==> config.mk <==
export PLATFORM = sky130hd
export DESIGN_NAME = bnn_seq_layer
export DESIGN_NICKNAME = d
export VERILOG_FILES = /design/src/rtl/bnn_pkg.sv /design/src/rtl/bnn_popcount.sv /design/src/rtl/bnn_seq_layer.sv
export SDC_FILE = /design/constraint.sdc
export NUM_CORES = 1
export LEC_CHECK = 0
export CAP_MARGIN = 20
export CORE_MARGIN = 10
export CORE_UTILIZATION = 40
export DETAILED_ROUTE_END_ITERATION = 16
export PLACE_DENSITY_LB_ADDON = 0.2
export SLEW_MARGIN = 20
export SYNTH_ARGS = -nofsm -noshare
export SYNTH_HDL_FRONTEND = slang
export SYNTH_SLANG_ARGS = --single-unit
==> constraint.sdc <==
create_clock -name clk -period 5 [get_ports clk]
set_input_delay 1.25 -clock clk [delete_from_list [all_inputs] [get_ports clk]]
set_output_delay 1.25 -clock clk [all_outputs]
set_load 0.02 [all_outputs]
==> src/rtl/bnn_pkg.sv <==
// rtl/bnn_pkg.sv - shared state type and constant helper for the binary neural layer
package bnn_pkg;

    // Layer sequencer states
    typedef enum logic [1:0] {
        IDLE    = 2'd0,
        COMPUTE = 2'd1,
        HOLD    = 2'd2
    } bnn_state_e;

    // Ceiling log2, usable in parameter and port-width expressions
    function automatic int clog2(input int value);
        int r;
        r = 0;
        while ((1 << r) < value) begin
            r = r + 1;
        end
        return r;
    endfunction

endpackage

==> src/rtl/bnn_popcount.sv <==
// rtl/bnn_popcount.sv - combinational population count
// Ports:
//   data_i  [WIDTH]               bit vector to count
//   count_o [clog2(WIDTH+1)]      number of ones in data_i
module bnn_popcount
    import bnn_pkg::*;
#(
    parameter int WIDTH = 8
) (
    input  logic [WIDTH-1:0]               data_i,
    output logic [clog2(WIDTH+1)-1:0]      count_o
);

    localparam int CW = clog2(WIDTH + 1);

    always_comb begin
        count_o = '0;
        for (int i = 0; i < WIDTH; i++) begin
            count_o = count_o + CW'(data_i[i]);
        end
    end

endmodule

==> src/rtl/bnn_seq_layer.sv <==
// rtl/bnn_seq_layer.sv - sequential binary neural network layer, one neuron per cycle
// Ports:
//   clk, rst_n                      clock (rising edge), async active-low reset
//   cfg_valid/cfg_ready/cfg_data    config stream {threshold, weights} for neuron cfg_ptr
//   in_valid/in_ready/in_data       binary activation vector stream
//   out_valid/out_ready/out_data    layer result stream, bit k = neuron k
//   cfg_done                        every neuron written at least once since reset
module bnn_seq_layer
    import bnn_pkg::*;
#(
    parameter int N_IN      = 8,
    parameter int N_NEURONS = 8
) (
    input  logic                                 clk,
    input  logic                                 rst_n,
    input  logic                                 cfg_valid,
    output logic                                 cfg_ready,
    input  logic [N_IN+clog2(N_IN+1)-1:0]        cfg_data,
    input  logic                                 in_valid,
    output logic                                 in_ready,
    input  logic [N_IN-1:0]                      in_data,
    output logic                                 out_valid,
    input  logic                                 out_ready,
    output logic [N_NEURONS-1:0]                 out_data,
    output logic                                 cfg_done
);

    localparam int                THR_W    = clog2(N_IN + 1);
    localparam int                PTR_W    = clog2(N_NEURONS);
    localparam logic [PTR_W-1:0]  LAST_IDX = PTR_W'(N_NEURONS - 1);
    localparam logic [THR_W-1:0]  N_IN_T   = THR_W'(N_IN);
    localparam logic [THR_W-1:0]  THR_RST  = THR_W'(N_IN / 2);

    bnn_state_e             state_q, state_d;
    logic [PTR_W-1:0]       cfg_ptr_q, cfg_ptr_d;
    logic [PTR_W-1:0]       n_q, n_d;
    logic                   cfg_done_q, cfg_done_d;
    logic [N_IN-1:0]        x_q, x_d;
    logic [N_NEURONS-1:0]   shadow_q, shadow_d;
    logic [N_NEURONS-1:0]   out_q, out_d;
    logic                   cfg_we;

    logic [N_IN-1:0]        weights_q [N_NEURONS];
    logic [THR_W-1:0]       thr_q     [N_NEURONS];

    logic [N_IN-1:0]        mismatch;
    logic [THR_W-1:0]       pop;
    logic [THR_W-1:0]       score;
    logic                   neuron_bit;

    // Weight/threshold file, written only on an accepted config word
    always_ff @(posedge clk or negedge rst_n) begin
        if (!rst_n) begin
            for (int i = 0; i < N_NEURONS; i++) begin
                weights_q[i] <= '0;
                thr_q[i]     <= THR_RST;
            end
        end else if (cfg_we) begin
            weights_q[cfg_ptr_q] <= cfg_data[N_IN-1:0];
            thr_q[cfg_ptr_q]     <= cfg_data[N_IN +: THR_W];
        end
    end

    // XNOR-popcount neuron: score counts agreeing bits between input and weights
    assign mismatch = x_q ^ weights_q[n_q];

    bnn_popcount #(
        .WIDTH (N_IN)
    ) u_popcount (
        .data_i  (mismatch),
        .count_o (pop)
    );

    // Unsigned compare: thr=0 always fires, thr>N_IN never does
    assign score      = N_IN_T - pop;
    assign neuron_bit = (score >= thr_q[n_q]);

    always_ff @(posedge clk or negedge rst_n) begin
        if (!rst_n) begin
            state_q    <= IDLE;
            cfg_ptr_q  <= '0;
            n_q        <= '0;
            cfg_done_q <= 1'b0;
            x_q        <= '0;
            shadow_q   <= '0;
            out_q      <= '0;
        end else begin
            state_q    <= state_d;
            cfg_ptr_q  <= cfg_ptr_d;
            n_q        <= n_d;
            cfg_done_q <= cfg_done_d;
            x_q        <= x_d;
            shadow_q   <= shadow_d;
            out_q      <= out_d;
        end
    end

    always_comb begin
        state_d    = state_q;
        cfg_ptr_d  = cfg_ptr_q;
        n_d        = n_q;
        cfg_done_d = cfg_done_q;
        x_d        = x_q;
        shadow_d   = shadow_q;
        out_d      = out_q;
        cfg_we     = 1'b0;
        cfg_ready  = 1'b0;
        in_ready   = 1'b0;

        case (state_q)
            IDLE: begin
                cfg_ready = 1'b1;
                // Config takes priority over an input offered in the same cycle
                in_ready  = ~cfg_valid;
                if (cfg_valid) begin
                    cfg_we = 1'b1;
                    if (cfg_ptr_q == LAST_IDX) begin
                        cfg_ptr_d  = '0;
                        cfg_done_d = 1'b1;
                    end else begin
                        cfg_ptr_d = cfg_ptr_q + 1'b1;
                    end
                end else if (in_valid) begin
                    x_d     = in_data;
                    n_d     = '0;
                    state_d = COMPUTE;
                end
            end
            COMPUTE: begin
                shadow_d[n_q] = neuron_bit;
                if (n_q == LAST_IDX) begin
                    // Publish the complete vector, including this cycle's bit
                    out_d   = shadow_d;
                    n_d     = '0;
                    state_d = HOLD;
                end else begin
                    n_d = n_q + 1'b1;
                end
            end
            HOLD: begin
                if (out_ready) begin
                    state_d = IDLE;
                end
            end
            default: begin
                state_d = IDLE;
            end
        endcase
    end

    assign out_valid = (state_q == HOLD);
    assign out_data  = out_q;
    assign cfg_done  = cfg_done_q;

endmodule
==> metrics, run 1 <==
cts bufs inserted=17; FP Rows=45; IO Pins=37; GRT Residual Overflow=0; ant diodes=0; Multi-input gate area=roughly 2900 um2; GR Layer Usage met1=between 15 and 20%; leading register cell type out of synthesis=dfrtp_1; GR met3 Demand/Resource=about 3.6%; Worst Hold Class=flip-flop to flip-flop; max frequency=0.213 GHz; global route hottest layer=met2; pins over their slew limit=0; P&R area growth vs syn=18.4%; sequential area share after synthesis=about half; WS Path Type=flip-flop to flip-flop; initial drt markers=between 200 and 250; met2 Use GR=22.6%; post-route setup slack=about 300 ps; Die H=about 150 um; post-synth design cell area=6330 um2; post-DP HPWL=9.60 mm; max incr delay on CP=roughly 520 ps; Setup Fix Bufs, Post-CTS=0; Via density=about 5.3; cell taking the most area after synthesis=dfrtp_1; CTS sink cnt=roughly 130; Final Wtd Congestion=~0.76; first-pass GRT wire length=~24 mm; Core Footprint=~15000 um2; clk buf depth=2; average size of a mapped cell=approximately 14 um2; ranking of synthesized cells by area=dfrtp_1 (48%), mux2_2 (20%), mux4_2 (5.0%); Post-synth EDFFs=0; #FFs+latches synth=between 100 and 150; Final period util=between 90 and 100%; TritonRoute pass-1 iters=4; Clock Skew=around 8.9 ps; CP startpoint kind=flip-flop; Clk pin slew, worst setup/hold paths=roughly 60 ps; Synth cell types=53; fin crit period=around 4700 ps; count leader, synth=dfrtp_1; initial antenna violation count=0; DIE AREA=around 21000 um2; Die W=around 150 um; Maximum Capacitance Violations=0; H-Tree Depth=4; IO Port Bufs=36; R2R Setup Slk=~300 ps; Gate Count Post-Synth=roughly 470; routed wire length=14.4 mm; largest net degree at the start of global routing=58; Slew @ Worst Pin=about 1000 ps; worst-path cell chain=buf_12, mux4_2, mux2i_1, xor2_1, fa_1, ha_1, fa_1, inv_1, fa_1, inv_1, ha_1, xor2_1, ha_1, a2111oi_4, buf_6, nor2_1, mux2_2; Initial Utilization=between 40% and 50%; # fillers=between 1000 and 1500; placed cell area=6910 um2; Inst Count DP=701; Fin Setup TNS=0 ps; detailed-route via count=about 3900; pre-CTS WS=between 200 and 300 ps; Max-Slew Margin vs Limit=a little under a third; Remaining DRCs=0; clock root cell=clkbuf_16; vias in the first global route=between 4000 and 5000; Post-synth ARST share=100%; CP Max Fanout=17; setup repair after global routing missed its margin=false; Crit-path slowest cell=mux4_2; layout cells sized above 1=35.5%; Synth top area share=47.9%; Post-synth top cells=dfrtp_1 (121), mux2_2 (112), nand2_1 (28); GRT Util Overall=about 14%; CP arrival=roughly 5000 ps; post-layout instance area=approximately 7500 um2; Post-layout nets=553; post-route insts no fill=between 700 and 800; drt wl/cell=between 15 and 20 um; Yosys Warn Count=0; status=completed; crit end category=flip-flop; Clock Latency Late Sink=between 400 and 500 ps; Reg area=between 3000 and 4000 um2; setup violators final=0; CP required=roughly 5300 ps; post-synthesis net count=~500; final hold vios=0; Final ANT Viol Nets=0; CTS tree=done
## worst paths after layout
| path | from | to | depth (start not counted) |
|---|---|---|---|
| max in group asynchronous | rst_n | thr_q[22] | 2 |
| worst max register to register | n_q[0] | shadow_q[0] | 17 |
| worst min register to register | cfg_done | cfg_done | 1 |
| min in group asynchronous | rst_n | weights_q[51] | 1 |
| worst min-delay path | cfg_done | cfg_done | 1 |
| worst max-delay path | n_q[0] | shadow_q[0] | 17 |
## state kept, by name (all words and copies together), names as in the netlist
signal	cells
cfg_ptr_q	3
out_data	8
thr_q	32
shadow_q	8
cfg_done	1
weights_q	64
x_q	8
state_q	2
n_q	3
## worst max-delay path: cells and delay by family, from the launching register on
kind            cells  cell delay [ps]
compound gates      1              340
flops               1              390
simple gates        1               90
buf+inv             4              490
fa+ha+maj           6             1970
mux                 3             1000
xor+xnor            2              290
## cell families after synthesis
group                    count (synthesis)  share of synthesized area (%)
adder cells (fa/ha/maj)                 19                           4.11
multiplexers                           140                           27.2
AND/OR/NAND/NOR                         69                           5.56
flip-flops                             129                           51.2
XOR/XNOR                                 9                           1.25
buffers and inverters                   43                           3.70
AO/OA/AOI/OAI                           58                           7.00
## cell usage in the layout (no fill, tap or decap), types with 8 or more instances in the layout
cell / n
dfstp_2: 8
ha_1: 16
dfrtp_1: 120
nor2_1: 9
clkdlybuf4s50_1: 35
nand2_1: 28
mux4_2: 14
o21ai_0: 20
mux2_2: 112
mux2i_1: 13
buf_4: 12
clkbuf_16: 17
inv_1: 16
## routing by layer
metal,wire [um],vias to the layer above
met5,0,-
met4,249,0
met3,453,21
met2,7030,57
met1,6660,2005
li1,-,1792
## cell type report
cell class,count,share of cell area [%]
sequential,129,43.2
multi-input combinational,295,38.1
timing repair buffer,50,6.56
clock buffer,21,5.88
tap,211,3.52
clock inverter,10,1.84
inverter,16,0.802
## stage by stage
stage               util, %  hold WS (ps)
floorplan                 -           465
global placement       44.9           443
detailed placement     44.9           452
CTS                    48.7           464
global route           48.7           486
finish                 48.7           459
## repair_timing
item                                    4_1_cts  5_1_grt
gates resized for setup                       0        3
hold buffers                                  0        0
endpoints found under the setup margin        0        8
Power of run 1 is not shown: default switching activity piles up to over one toggle a cycle in this logic, so the estimate is an artifact.
==> inputs of run 2 (changes only) <==
Settings changed: ABC_CLOCK_PERIOD_IN_PS set to 5000.
==> results of run 2 <==
Final layout, timing and power as in run 1 (identical DEF).
Power of run 2 is left out for the same reason.
